===== config.mk =====
export PLATFORM = sky130hd
export DESIGN_NAME = alu_issue
export DESIGN_NICKNAME = d
export VERILOG_FILES = /design/src/rtl/alu_pkg.sv /design/src/rtl/alu_ctrl_decode.sv /design/src/rtl/alu_issue.sv
export SDC_FILE = /design/constraint.sdc
export NUM_CORES = 1
export LEC_CHECK = 0
export ABC_AREA = 1
export CAP_MARGIN = 15
export CORE_UTILIZATION = 50
export DETAILED_ROUTE_END_ITERATION = 10
export GPL_TIMING_DRIVEN = 0
export HOLD_SLACK_MARGIN = 0.06
export PLACE_DENSITY = 0.84
export SKIP_CTS_REPAIR_TIMING = 1
export SYNTH_ARGS = -nofsm -noshare
export SYNTH_HDL_FRONTEND = slang
export SYNTH_SLANG_ARGS = --single-unit

===== constraint.sdc =====
create_clock -name clk -period 2.6 [get_ports clk]
set_clock_uncertainty 0.15 [all_clocks]
set_input_delay 0.26 -clock clk [delete_from_list [all_inputs] [get_ports clk]]
set_output_delay 0.26 -clock clk [all_outputs]
set_load 0.05 [all_outputs]

===== src/rtl/alu_pkg.sv =====
// Shared ALU control codes, MIPS opcode/funct constants and the decode record
// passed from the instruction decoder to the issue stage.
package alu_pkg;

    localparam logic [3:0] CTRL_AND     = 4'b0000;
    localparam logic [3:0] CTRL_OR      = 4'b0001;
    localparam logic [3:0] CTRL_ADD     = 4'b0010;
    localparam logic [3:0] CTRL_SUBNE   = 4'b0011;
    localparam logic [3:0] CTRL_SUB     = 4'b0110;
    localparam logic [3:0] CTRL_SLT     = 4'b0111;
    localparam logic [3:0] CTRL_NOR     = 4'b1000;
    localparam logic [3:0] CTRL_XOR     = 4'b1001;
    localparam logic [3:0] CTRL_SLL     = 4'b1010;
    localparam logic [3:0] CTRL_SRA     = 4'b1011;
    localparam logic [3:0] CTRL_SRL     = 4'b1100;
    localparam logic [3:0] CTRL_ILLEGAL = 4'b1111;

    localparam logic [5:0] OP_RTYPE = 6'h00;
    localparam logic [5:0] OP_BEQ   = 6'h04;
    localparam logic [5:0] OP_BNE   = 6'h05;
    localparam logic [5:0] OP_ADDI  = 6'h08;
    localparam logic [5:0] OP_ADDIU = 6'h09;
    localparam logic [5:0] OP_SLTI  = 6'h0A;
    localparam logic [5:0] OP_ANDI  = 6'h0C;
    localparam logic [5:0] OP_ORI   = 6'h0D;
    localparam logic [5:0] OP_XORI  = 6'h0E;
    localparam logic [5:0] OP_LUI   = 6'h0F;
    localparam logic [5:0] OP_LW    = 6'h23;
    localparam logic [5:0] OP_SW    = 6'h2B;

    localparam logic [5:0] FN_SLL  = 6'h00;
    localparam logic [5:0] FN_SRL  = 6'h02;
    localparam logic [5:0] FN_SRA  = 6'h03;
    localparam logic [5:0] FN_SLLV = 6'h04;
    localparam logic [5:0] FN_SRLV = 6'h06;
    localparam logic [5:0] FN_SRAV = 6'h07;
    localparam logic [5:0] FN_ADD  = 6'h20;
    localparam logic [5:0] FN_ADDU = 6'h21;
    localparam logic [5:0] FN_SUB  = 6'h22;
    localparam logic [5:0] FN_SUBU = 6'h23;
    localparam logic [5:0] FN_AND  = 6'h24;
    localparam logic [5:0] FN_OR   = 6'h25;
    localparam logic [5:0] FN_XOR  = 6'h26;
    localparam logic [5:0] FN_NOR  = 6'h27;
    localparam logic [5:0] FN_SLT  = 6'h2A;

    typedef enum logic [1:0] {
        SEL0_RS      = 2'd0,
        SEL0_SHAMT   = 2'd1,
        SEL0_SIXTEEN = 2'd2
    } sel0_e;

    typedef enum logic {
        SEL1_RT  = 1'b0,
        SEL1_IMM = 1'b1
    } sel1_e;

    typedef enum logic {
        EXT_ZERO = 1'b0,
        EXT_SIGN = 1'b1
    } ext_e;

    typedef struct packed {
        logic [3:0] ctrl;
        sel0_e      sel0;
        sel1_e      sel1;
        ext_e       ext;
        logic       reg_write;
        logic       is_branch;
        logic       illegal;
    } decode_t;

    function automatic decode_t dec_r(input logic [3:0] ctrl, input sel0_e sel0);
        decode_t d;
        d = '{ctrl: ctrl, sel0: sel0, sel1: SEL1_RT, ext: EXT_ZERO,
              reg_write: 1'b1, is_branch: 1'b0, illegal: 1'b0};
        return d;
    endfunction

    function automatic decode_t dec_i(input logic [3:0] ctrl, input sel0_e sel0,
                                      input sel1_e sel1, input ext_e ext,
                                      input logic reg_write, input logic is_branch);
        decode_t d;
        d = '{ctrl: ctrl, sel0: sel0, sel1: sel1, ext: ext,
              reg_write: reg_write, is_branch: is_branch, illegal: 1'b0};
        return d;
    endfunction

endpackage


===== src/rtl/alu_ctrl_decode.sv =====
// Combinational MIPS opcode/funct decoder producing the ALU control record.
module alu_ctrl_decode
    import alu_pkg::*;
#(
    parameter logic [3:0] ILLEGAL_CTRL = CTRL_ILLEGAL
) (
    input  logic [5:0] opcode_i,
    input  logic [5:0] funct_i,
    output decode_t    dec_o
);

    // Anything not matched below stays illegal: ILLEGAL_CTRL, no write, no branch.
    always_comb begin
        dec_o = '{ctrl: ILLEGAL_CTRL, sel0: SEL0_RS, sel1: SEL1_RT, ext: EXT_ZERO,
                  reg_write: 1'b0, is_branch: 1'b0, illegal: 1'b1};
        case (opcode_i)
            OP_RTYPE: begin
                case (funct_i)
                    FN_AND:           dec_o = dec_r(CTRL_AND, SEL0_RS);
                    FN_OR:            dec_o = dec_r(CTRL_OR,  SEL0_RS);
                    FN_ADD, FN_ADDU:  dec_o = dec_r(CTRL_ADD, SEL0_RS);
                    FN_SUB, FN_SUBU:  dec_o = dec_r(CTRL_SUB, SEL0_RS);
                    FN_SLT:           dec_o = dec_r(CTRL_SLT, SEL0_RS);
                    FN_NOR:           dec_o = dec_r(CTRL_NOR, SEL0_RS);
                    FN_XOR:           dec_o = dec_r(CTRL_XOR, SEL0_RS);
                    FN_SLL:           dec_o = dec_r(CTRL_SLL, SEL0_SHAMT);
                    FN_SRA:           dec_o = dec_r(CTRL_SRA, SEL0_SHAMT);
                    FN_SRL:           dec_o = dec_r(CTRL_SRL, SEL0_SHAMT);
                    FN_SLLV:          dec_o = dec_r(CTRL_SLL, SEL0_RS);
                    FN_SRAV:          dec_o = dec_r(CTRL_SRA, SEL0_RS);
                    FN_SRLV:          dec_o = dec_r(CTRL_SRL, SEL0_RS);
                    default:          ;
                endcase
            end
            OP_ADDI, OP_ADDIU: dec_o = dec_i(CTRL_ADD, SEL0_RS, SEL1_IMM, EXT_SIGN, 1'b1, 1'b0);
            OP_SLTI:  dec_o = dec_i(CTRL_SLT,   SEL0_RS,      SEL1_IMM, EXT_SIGN, 1'b1, 1'b0);
            OP_ANDI:  dec_o = dec_i(CTRL_AND,   SEL0_RS,      SEL1_IMM, EXT_ZERO, 1'b1, 1'b0);
            OP_ORI:   dec_o = dec_i(CTRL_OR,    SEL0_RS,      SEL1_IMM, EXT_ZERO, 1'b1, 1'b0);
            OP_XORI:  dec_o = dec_i(CTRL_XOR,   SEL0_RS,      SEL1_IMM, EXT_ZERO, 1'b1, 1'b0);
            OP_LUI:   dec_o = dec_i(CTRL_SLL,   SEL0_SIXTEEN, SEL1_IMM, EXT_ZERO, 1'b1, 1'b0);
            OP_LW:    dec_o = dec_i(CTRL_ADD,   SEL0_RS,      SEL1_IMM, EXT_SIGN, 1'b1, 1'b0);
            OP_SW:    dec_o = dec_i(CTRL_ADD,   SEL0_RS,      SEL1_IMM, EXT_SIGN, 1'b0, 1'b0);
            // bne uses a bit2=0 code so the ALU Zero flag reads "not equal".
            OP_BEQ:   dec_o = dec_i(CTRL_SUB,   SEL0_RS,      SEL1_RT,  EXT_ZERO, 1'b0, 1'b1);
            OP_BNE:   dec_o = dec_i(CTRL_SUBNE, SEL0_RS,      SEL1_RT,  EXT_ZERO, 1'b0, 1'b1);
            default:  ;
        endcase
    end

endmodule


===== src/rtl/alu_issue.sv =====
// ID/EX issue stage: decodes into registered ALU ctrl/operands, handles
// stall/flush and resolves beq/bne from the ALU Zero flag in EX.
module alu_issue
    import alu_pkg::*;
#(
    parameter int         DATA_W       = 32,
    parameter logic [3:0] ILLEGAL_CTRL = 4'b1111
) (
    input  logic              clk,
    input  logic              rst_n,
    input  logic              id_valid,
    output logic              id_ready,
    input  logic [31:0]       id_instr,
    input  logic [31:0]       id_pc4,
    input  logic [DATA_W-1:0] id_rs_data,
    input  logic [DATA_W-1:0] id_rt_data,
    input  logic              ex_stall,
    input  logic              flush,
    output logic [3:0]        alu_ctrl,
    output logic [DATA_W-1:0] alu_in_0,
    output logic [DATA_W-1:0] alu_in_1,
    input  logic              alu_zero,
    output logic              ex_valid,
    output logic [4:0]        ex_rd,
    output logic              ex_reg_write,
    output logic              ex_illegal,
    output logic              branch_taken,
    output logic [31:0]       branch_target
);

    decode_t           dec_s;
    logic [5:0]        opcode_s;
    logic [4:0]        rt_f_s, rd_f_s, shamt_s;
    logic [15:0]       imm_s;
    logic              unused_rs_s;
    logic [DATA_W-1:0] imm_ext_s, in0_d, in1_d;
    logic [4:0]        rd_d;
    logic              load_s, valid_d, wr_d, ill_d, br_d;
    logic [31:0]       tgt_d;

    logic [3:0]        ctrl_q;
    logic [DATA_W-1:0] in0_q, in1_q;
    logic [4:0]        rd_q;
    logic              valid_q, wr_q, ill_q, br_q;
    logic [31:0]       tgt_q;

    assign opcode_s    = id_instr[31:26];
    assign rt_f_s      = id_instr[20:16];
    assign rd_f_s      = id_instr[15:11];
    assign shamt_s     = id_instr[10:6];
    assign imm_s       = id_instr[15:0];
    assign unused_rs_s = ^id_instr[25:21];

    alu_ctrl_decode #(.ILLEGAL_CTRL(ILLEGAL_CTRL)) u_dec (
        .opcode_i (opcode_s),
        .funct_i  (id_instr[5:0]),
        .dec_o    (dec_s)
    );

    assign id_ready     = ~ex_stall;
    assign branch_taken = valid_q & br_q & alu_zero & ~ex_stall;

    // Operand muxing and next-state for the EX registers.
    always_comb begin
        imm_ext_s = (dec_s.ext == EXT_SIGN) ? {{(DATA_W-16){imm_s[15]}}, imm_s}
                                            : {{(DATA_W-16){1'b0}}, imm_s};
        case (dec_s.sel0)
            SEL0_RS:      in0_d = id_rs_data;
            SEL0_SHAMT:   in0_d = {{(DATA_W-5){1'b0}}, shamt_s};
            SEL0_SIXTEEN: in0_d = DATA_W'(32'd16);
            default:      in0_d = id_rs_data;
        endcase
        in1_d   = (dec_s.sel1 == SEL1_IMM) ? imm_ext_s : id_rt_data;
        rd_d    = (opcode_s == OP_RTYPE) ? rd_f_s : rt_f_s;
        // A taken branch in EX kills whatever ID offers this cycle.
        load_s  = id_valid & ~flush & ~branch_taken;
        valid_d = load_s;
        wr_d    = load_s & dec_s.reg_write & (rd_d != 5'd0);
        ill_d   = load_s & dec_s.illegal;
        br_d    = load_s & dec_s.is_branch;
        tgt_d   = id_pc4 + {{14{imm_s[15]}}, imm_s, 2'b00};
    end

    // EX pipeline registers; a stall freezes the whole stage.
    always_ff @(posedge clk or negedge rst_n) begin
        if (!rst_n) begin
            ctrl_q  <= 4'b0000;
            in0_q   <= '0;
            in1_q   <= '0;
            rd_q    <= 5'd0;
            valid_q <= 1'b0;
            wr_q    <= 1'b0;
            ill_q   <= 1'b0;
            br_q    <= 1'b0;
            tgt_q   <= 32'd0;
        end else if (!ex_stall) begin
            ctrl_q  <= dec_s.ctrl;
            in0_q   <= in0_d;
            in1_q   <= in1_d;
            rd_q    <= rd_d;
            valid_q <= valid_d;
            wr_q    <= wr_d;
            ill_q   <= ill_d;
            br_q    <= br_d;
            tgt_q   <= tgt_d;
        end
    end

    assign alu_ctrl      = ctrl_q;
    assign alu_in_0      = in0_q;
    assign alu_in_1      = in1_q;
    assign ex_valid      = valid_q;
    assign ex_rd         = rd_q;
    assign ex_reg_write  = wr_q;
    assign ex_illegal    = ill_q;
    assign branch_target = tgt_q;

endmodule


==> qor.csv <==
stage;metric;value;unit
logic_synthesis;syn_avg_cell_area;6.80;um^2
timing;relSlewSlack;32.5;%
logic_synthesis;ys_types;36;
routing;avgRoutedWirePerCell;16.0;um
floorplan;die_w;120;um
global_route;grt_max_degree;70;
routing;drc_errors;0;
floorplan;core;13400;um^2
clock_tree;path_clk_slew;0.08;ns
logic_synthesis;synth_top_area_cell;dfrtp_1;
logic_synthesis;syn_nets;1185;
pwr;powerDensity;586;nW/um^2
clock_tree;cts_tree;built;
setup_path;arrival;2.50;ns
routing;ant_nets;0;
setup_path;worstPathRequired;2.67;ns
global_route;grt_pass1_wl;36.9;mm
timing;hold_violations;0;
logic_synthesis;synth_cells;1019;
pwr;ir_drop;311;uV
routing;dr.pass1.iters;8;
global_route;antenna_found_initial;1;
outcome;status;complete, no violations;
setup_path;crit_type;in -> reg;
clock_tree;cts_root_buffer;clkbuf_16;
clock_tree;clkLatencyLatePin;0.35;ns
timing;rsz0062_at_grt;false;
floorplan;die_area;14300;um^2
clock_tree;htreeDepth;3;
routing;drt_wl_total;23.2;mm
setup_path;critPathMaxFanout;10;
logic_synthesis;synth_edf_count;0;
flow_run;maxCapViolations;0;
place;hpwl;18.3;mm
timing;setup_viol;0;
logic_synthesis;ys_seq_area_share;39.4;%
timing;max_freq;411;MHz
cells_and_area;area_delta_synth_final;43.3;%
pwr;p_total;5.82;mW
global_route;grt-ovfl-total;0;
logic_synthesis;syn_area;6920;um^2
routing;post_drt_via_cell_ratio;5.29;
floorplan;die_h;120;um
floorplan;initial_utilization;51.7;%
timing;maxSlewViolCount;0;
clock_tree;clockBufferDepth;2;
pwr;p_leak;4.99;nW
place;gp_congestion;0.960;
global_route;grt_pass1_vias;7237;
routing;first_iter_violations;685;
clock_tree;numClockSinks;109;
global_route;grt.total_usage;33.2;%
clock_tree;cts_buffers;9;
routing;num_vias;7683;
timing;fin_crit_sh;93.5;%
cells_and_area;drive_gt1_share;4.00;%
logic_synthesis;yosysTopAreaCellShare;39.4;%
place;portBuffers;237;
logic_synthesis;yosys_warnings;0;
floorplan;ios;244;
timing;tightest_slew;1.01;ns
logic_synthesis;yosys-top-cells-area;dfrtp_1 (39%), nand2_1 (21%), nand3_1 (6.5%), inv_1 (6.1%), ha_1 (5.6%);
logic_synthesis;ys_seq_elements;109;
setup_path;critPathLaunchType;input pin;
floorplan;rows;42;
logic_synthesis;synth-main-ff-cell;dfrtp_1;
timing;fin_hold_ws;0.175;ns
cells_and_area;final_nets;1435;
timing;fin_crit;2.43;ns
logic_synthesis;synth_common_cells;nand2_1 (395), inv_1 (112), dfrtp_1 (109);
setup_path;cp-end-kind;flip-flop;
hold_path;hp-class;in -> reg;
logic_synthesis;synthArstFlopShare;100;%
logic_synthesis;yosysMostFrequentCell;nand2_1;
power by group:
| part | switching (mW) | internal (mW) | total [mW] |
|---|---|---|---|
| clock network | 0.652 | 0.884 | 1.54 |
| registers | 0.110 | 1.89 | 2.00 |
| logic | 1.48 | 0.796 | 2.28 |
| total | 2.24 | 3.57 | 5.82 |
logic make-up after synthesis:
| kind of cell | after synthesis | synth area share (%) |
|---|---|---|
| adders and majority gates | 32 | 5.89 |
| AOI/OAI and AO/OA | 99 | 7.95 |
| and+or+nand+nor | 624 | 37.2 |
| DFF | 109 | 39.4 |
| muxes | 1 | 0.145 |
| xor gates and xnor gates | 6 | 0.759 |
| buffers and inverters | 148 | 8.62 |
worst max-delay path, stage by stage:
cell             delay [ns]
clkdlybuf4s50_1        0.51
nor2_1                 0.28
nand3_4                0.20
nor3_4                 0.28
ha_1                   0.27
buf_1                  0.17
buf_2                  0.23
a22oi_1                0.20
o21ai_0                0.10
metrics by stage:
stage               utilization, %  worst slack, ns  std cells  cell area, um^2  TNS [ns]
floorplan                        -            0.619       1019             6920         0
CTS                           73.7           -0.256       1449             9870     -4.48
detailed placement            71.2           -0.606       1433             9540    -21.22
global route                  74.1           0.0120       1451             9920         0
finish                        74.1            0.169       1451             9920         0
global placement              71.0            -3.10       1432             9520   -357.98
layer usage:
| layer | vias up | track usage (%) | wire length [um] |
|---|---|---|---|
| met5 | - | 0 | 0 |
| met4 | 0 | 10.8 | 572 |
| met3 | 40 | 5.99 | 1840 |
| met2 | 355 | 54.9 | 10900 |
| met1 | 3557 | 43.9 | 9970 |
| li1 | 3731 | - | - |
final timing paths:
path / from / end / slack (ns) / cells after the start
worst max-delay path: id_instr[27] / alu_in_0[2] / 0.17 / 9
worst min-delay path: id_instr[0] / alu_in_1[0] / 0.17 / 3
worst max register to register: ex_valid / ex_reg_write / 1.28 / 5
worst min register to register: alu_in_0[8] / alu_in_0[8] / 0.33 / 2
max in group asynchronous: rst_n / branch_target[7] / 1.27 / 3
min in group asynchronous: rst_n / alu_in_0[14] / 0.30 / 2
cell type report:
class                   count  area, um^2
repair buffers            239        2420
inverters                 117         442
diodes                      1        2.50
fillers                  1107        3480
plain buffers              31         159
clock buffers              11         243
clock inverters             5        88.8
flip-flops and latches    109        2730
multi-input cells         762        3620
well taps                 176         220
cell usage in the layout (no fill, tap or decap), types with 2 or more instances in the layout:
cell               n
nand2_1          395
clkdlybuf4s50_1  232
inv_1            112
dfrtp_1          109
nor2_1            96
nand3_1           89
a21oi_1           40
ha_1              31
o21ai_0           28
a31oi_1           20
clkbuf_1          16
nand4_1           11
nor3_1             9
clkbuf_16          9
xnor2_1            6
buf_2              5
nor2_2             5
buf_1              4
inv_2              4
buf_6              4
nand3b_1           4
a22oi_1            4
or2_2              4
dlymetal6s2s_1     4
and2_1             3
clkbuf_2           2
buf_4              2
o21ai_1            2
o21bai_1           2
nor2_4             2
bufinv_16          2
sequential cells by signal (all words and copies together), names as in the netlist:
signal,count
alu_in_0,32
alu_in_1,32
branch_target,32
ex_rd,5
alu_ctrl,4
br_q,1
ex_illegal,1
ex_reg_write,1
ex_valid,1
(Power assumes the default switching activity.)
